## src/rtl/ara_compl_sync.sv

```systemverilog
// ---------------------------------------------------------------------------
// ara_compl_sync
//
// System-level completion synchronizer for a multi-cluster Ara ring. Every
// cluster reports per-VFU completion pulses. For each VFU the block keeps a
// pending count per cluster. When every active cluster holds at least one
// count, the block broadcasts one release pulse on that VFU and takes one
// count from every active cluster.
//
// Parameters
//   NrClusters     : number of Ara macros (>= 1)
//   NrVFUs         : completion bits per cluster (matches ara_pkg::NrVFUs)
//   MaxOutstanding : saturation value of each pending counter (>= 1)
//
// Ports
//   clk_i          : clock, all state updates on the rising edge
//   rst_i          : synchronous, active-high reset
//   pe_compl_i     : [NrClusters][NrVFUs] completion pulses from the clusters
//   active_mask_i  : [NrClusters] clusters taking part in synchronization
//   pe_compl_o     : [NrVFUs] registered release pulse, broadcast to all
//   overflow_o     : [NrVFUs] sticky flag, a saturated counter dropped a pulse
//   pending_o      : [NrVFUs] some active cluster has a nonzero count
// ---------------------------------------------------------------------------
module ara_compl_sync #(
    parameter int unsigned NrClusters     = 4,
    parameter int unsigned NrVFUs         = 7,
    parameter int unsigned MaxOutstanding = 4
) (
    input  logic                                 clk_i,
    input  logic                                 rst_i,
    input  logic [NrClusters-1:0][NrVFUs-1:0]    pe_compl_i,
    input  logic [NrClusters-1:0]                active_mask_i,
    output logic [NrVFUs-1:0]                    pe_compl_o,
    output logic [NrVFUs-1:0]                    overflow_o,
    output logic [NrVFUs-1:0]                    pending_o
);

    localparam int unsigned CntWidth = $clog2(MaxOutstanding + 1);
    localparam logic [CntWidth-1:0] MaxCnt = CntWidth'(MaxOutstanding);
    localparam logic [CntWidth-1:0] OneCnt = CntWidth'(1);

    logic [NrClusters-1:0][NrVFUs-1:0][CntWidth-1:0] cnt_q;
    logic [NrClusters-1:0][NrVFUs-1:0][CntWidth-1:0] cnt_d;
    logic [NrClusters-1:0][NrVFUs-1:0]               inc;
    logic [NrClusters-1:0][NrVFUs-1:0]               dec;
    logic [NrVFUs-1:0]                               rel_now;
    logic [NrVFUs-1:0]                               overflow_d;

    // Release decision looks only at registered counters, so a pulse arriving
    // in the same cycle never short-circuits the collection. Inactive clusters
    // are treated as ready; an empty mask never releases.
    always_comb begin
        rel_now = '0;
        for (int unsigned v = 0; v < NrVFUs; v++) begin
            rel_now[v] = |active_mask_i;
            for (int unsigned c = 0; c < NrClusters; c++) begin
                if (active_mask_i[c] && (cnt_q[c][v] == '0)) begin
                    rel_now[v] = 1'b0;
                end
            end
        end
    end

    always_comb begin
        inc = '0;
        dec = '0;
        for (int unsigned c = 0; c < NrClusters; c++) begin
            for (int unsigned v = 0; v < NrVFUs; v++) begin
                inc[c][v] = pe_compl_i[c][v] & active_mask_i[c];
                dec[c][v] = rel_now[v] & active_mask_i[c];
            end
        end
    end

    // Counter next state. A simultaneous increment and release is a net zero
    // and holds the count; it cannot overflow. An inactive cluster has neither
    // inc nor dec, so it keeps whatever it held until it is reactivated.
    always_comb begin
        cnt_d      = cnt_q;
        overflow_d = overflow_o;
        for (int unsigned c = 0; c < NrClusters; c++) begin
            for (int unsigned v = 0; v < NrVFUs; v++) begin
                if (inc[c][v] && !dec[c][v]) begin
                    if (cnt_q[c][v] == MaxCnt) begin
                        overflow_d[v] = 1'b1;
                    end else begin
                        cnt_d[c][v] = cnt_q[c][v] + OneCnt;
                    end
                end else if (dec[c][v] && !inc[c][v]) begin
                    // dec implies a nonzero count, so this cannot underflow.
                    cnt_d[c][v] = cnt_q[c][v] - OneCnt;
                end
            end
        end
    end

    always_comb begin
        pending_o = '0;
        for (int unsigned v = 0; v < NrVFUs; v++) begin
            for (int unsigned c = 0; c < NrClusters; c++) begin
                if (active_mask_i[c] && (cnt_q[c][v] != '0)) begin
                    pending_o[v] = 1'b1;
                end
            end
        end
    end

    always_ff @(posedge clk_i) begin
        if (rst_i) begin
            cnt_q      <= '0;
            pe_compl_o <= '0;
            overflow_o <= '0;
        end else begin
            cnt_q      <= cnt_d;
            pe_compl_o <= rel_now;
            overflow_o <= overflow_d;
        end
    end

endmodule
```

## config.mk

```make
export PLATFORM = sky130hd
export DESIGN_NAME = ara_compl_sync
export DESIGN_NICKNAME = d
export VERILOG_FILES = /design/src/rtl/ara_compl_sync.sv
export SDC_FILE = /design/constraint.sdc
export NUM_CORES = 1
export LEC_CHECK = 0
export ABC_AREA = 1
export CAP_MARGIN = 20
export CORE_ASPECT_RATIO = 1.2
export CORE_MARGIN = 2
export CORE_UTILIZATION = 40
export DETAILED_ROUTE_END_ITERATION = 12
export GPL_ROUTABILITY_DRIVEN = 0
export PLACE_DENSITY = 0.62
export RECOVER_POWER = 50
export SLEW_MARGIN = 20
export SYNTH_ARGS = -nofsm -noshare
export SYNTH_HDL_FRONTEND = slang
export SYNTH_SLANG_ARGS = --single-unit
export TNS_END_PERCENT = 5
```

## constraint.sdc

```tcl
create_clock -name clk_i -period 2.5 [get_ports clk_i]
set_input_delay 0.5 -clock clk_i [delete_from_list [all_inputs] [get_ports clk_i]]
set_output_delay 0.5 -clock clk_i [all_outputs]
set_load 0.02 [all_outputs]
```

==> results.toml <==
[run_status]
outcome = "completed"

[drt]
via_density = 4.83
routed_wl_microns = 16400
drc_errors = 0
dr.first_iter.drc_count = 324
mean_routed_wirelength_per_cell_microns = 11.7
drt_first_pass_iters = 5
vias_post_dr = 6786
ant_nets = 0

[place]
place_hpwl_microns = 12200
place.port_buffers = 54
post-place-cells = 1389

[timing]
grt_setup_unrepaired = "no"
setup_violations = 0
post-route-period-util_pct = 93.1
final_report_max_slew_violation_count = 0
final-hold-violation-count = 0
slew_headroom_pct = 75.6
tightestPinTransition_ps = 366
final.hold.worst_slack_ps = 510
final_setup_tns_ps = 0
final_period_minus_worst_setup_slack_ps = 2330
timing.fmax_ghz = 0.429
timing.clock.skew_ps = 8.05

[finish]
drive_above_1_share_pct = 11.7
area_growth_pct = 24.5
instances_no_fill = 1405
finish.utilization_pct = 51.3
insertedDiodeCount = 0
finalNetCount = 1250
fillerInstances = 1723

[yosys]
synth_cells = 1045
seq_area_frac_synth_pct = 29.2
synth_area_per_cell_sq_um = 6.44
synth_warnings = 0
synth_largest_area_cell = "dfxtp_1"
syn_nets = 1107
synth.ff_latch_count = 98
yosys-top-cells-area = "dfxtp_1 (29%), nand2_1 (11%), nor2_1 (11%)"
synth.top_cell.area_share_pct = 29.2
post_synthesis_instance_area_sq_um = 6730
synth.distinct_cells = 24

[die]
floorplan.initialDensity_pct = 41.2
floorplan.die.width_microns = 122
std_cell_rows = 51
design.portCount = 55
dieArea_sq_um = 17900
floorplan.core_area_sq_um = 16300
die_height_microns = 146

[power_and_ir_drop]
sw_frac_of_total_pct = 42.0
clock_power_share_pct = 20.7
pwr_density_cell_nw_per_um2 = 882
worst_ir_drop_vdd_mv = 0.433
share_comb_of_total_power_pct = 47.8
internal_power_w = 0.00428
p_switching_w = 0.00311
power.leakage_nw = 4.16
pwr-share-seq_pct = 31.5

[cts]
numClockSinks = 98
ctsHtreeMaxLevel = 3
ctsLongestPathBuffers = 2
root_buffer_selected_by_cts = "clkbuf_16"
tritoncts = "done"
cts.clk_slew.worst_paths_ps = 70
cts.hold.buffers_added = 0
numCtsBuffers = 9
worst_skew_pair.late_latency_ps = 360

[setup_path]
timing_worst_setup_path_type = "in2out"
timing.critical_path.arrival_ps = 1830
critical_path_required_ps = 2000
worstPathMaxFanout = 4
worstSetupStartpointType = "input port"
endpoint_kind = "primary output"

[grt]
pin_count_of_the_biggest_net_entering_global_routing = 85
grt-ovfl-total = 0
first_global_vias = 6362
grt.total_usage_pct = 19.4
global_route_wire_length_before_repair_microns = 28200
antenna_found_initial = 0

[worst_hold_path]
holdCritPathClass = "reg2reg"

[run]
max-cap-violations = 0
## synthesized netlist by cell type
library cell    n
a2111o_1        3
a211oi_1        2
a21oi_1        43
a221oi_1        2
buf_2           2
buf_4           4
buf_6           7
clkbuf_1       13
dfxtp_1        98
fa_1           28
inv_1         180
inv_2           2
nand2_1       195
nand2_2        15
nand2_4         7
nand3_1       106
nand3_2        14
nand3b_1        3
nand4_1        41
nor2_1        195
nor2_4          7
nor3_1         11
o21ai_0        60
o21bai_1        7
## power groups by stage
stage | Combinational (W) | Clock (W) | Sequential (W)
2_1_floorplan | 0.00253 | 0 | 0.00234
5_1_grt | 0.00407 | 0.00164 | 0.00241
3_3_place_gp | 0.00366 | 0 | 0.00236
4_1_cts | 0.00368 | 0.00158 | 0.00233
3_5_place_dp | 0.00370 | 0 | 0.00236
6_report | 0.00353 | 0.00153 | 0.00233
## placed cells by master, fill, tap and decap left out, types with 9 or more instances in the layout
cell,count
inv_1,177
clkdlybuf4s50_1,29
nand3_1,106
nand4_1,41
clkbuf_1,16
fa_1,28
clkbuf_16,9
o21ai_0,59
nand3_2,14
buf_4,82
a21oi_1,43
dfxtp_1,98
nor3_1,11
nand2_1,204
dlygate4sd3_1,14
nor2_1,198
## layer usage
layer | track usage [%] | vias up | part of all wire [%]
li1 | - | 3595 | -
met1 | 24.2 | 3060 | 46
met2 | 33.7 | 110 | 48
met3 | 2.38 | 21 | 3.3
met4 | 7.53 | 0 | 2.1
met5 | 0 | - | 0
## per-stage QoR
step / power (W) / instance area (sq um) / setup slack (ps)
2_1_floorplan: 0.00487 / 6730 / 336
3_3_place_gp: 0.00602 / 8160 / -358
3_5_place_dp: 0.00606 / 8160 / -370
4_1_cts: 0.00760 / 8470 / -6.60
5_1_grt: 0.00812 / 8380 / 59.5
6_report: 0.00739 / 8380 / 171
## sequential cells by signal (all words and copies together) (netlist names)
| name | flops |
|---|---|
| cnt_q | 84 |
| overflow_o | 7 |
| pe_compl_o | 7 |
## critical path, cell delays in order
cell	delay, ps
dlygate4sd2_1	290
inv_2	130
buf_4	140
a21oi_1	40
a2111o_1	410
dlygate4sd2_1	330
## layout make-up
| class | instances | area, sq um | share of cell area [%] |
|---|---|---|---|
| Clock buffer | 11 | 243 | 2.90 |
| Sequential cell | 98 | 1960 | 23.4 |
| Clock inverter | 5 | 77.6 | 0.926 |
| Tap cell | 212 | 265 | 3.17 |
| Multi-Input combinational cell | 739 | 3870 | 46.2 |
| Inverter | 182 | 683 | 8.15 |
| Timing Repair Buffer | 158 | 1280 | 15.2 |
## final timing paths
path,startpoint,end,slack [ps],cells past startpoint
worst max-delay path,active_mask_i[2],pending_o[1],170,6
worst min-delay path,cnt_q[29],cnt_q[29],510,2
worst min register to register,cnt_q[29],cnt_q[29],510,2
worst max register to register,cnt_q[81],cnt_q[20],410,15
## cells by family (layout without fill, tap and decap cells)
family	count (synthesis)	after routing	share of synthesized area, %
flops	98	98	29.2
compound gates	117	117	9.43
simple gates	594	594	40.4
buf+inv	208	356	12.6
fa+ha+maj	28	28	8.33
## what timing repair did
| action | in CTS | in global routing |
|---|---|---|
| pin swaps | 0 | 1 |
| setup endpoints to repair | 7 | 34 |
| gates resized for setup | 14 | 3 |
| setup buffers | 0 | 0 |
No activity file was read; power rests on OpenSTA's default activity.
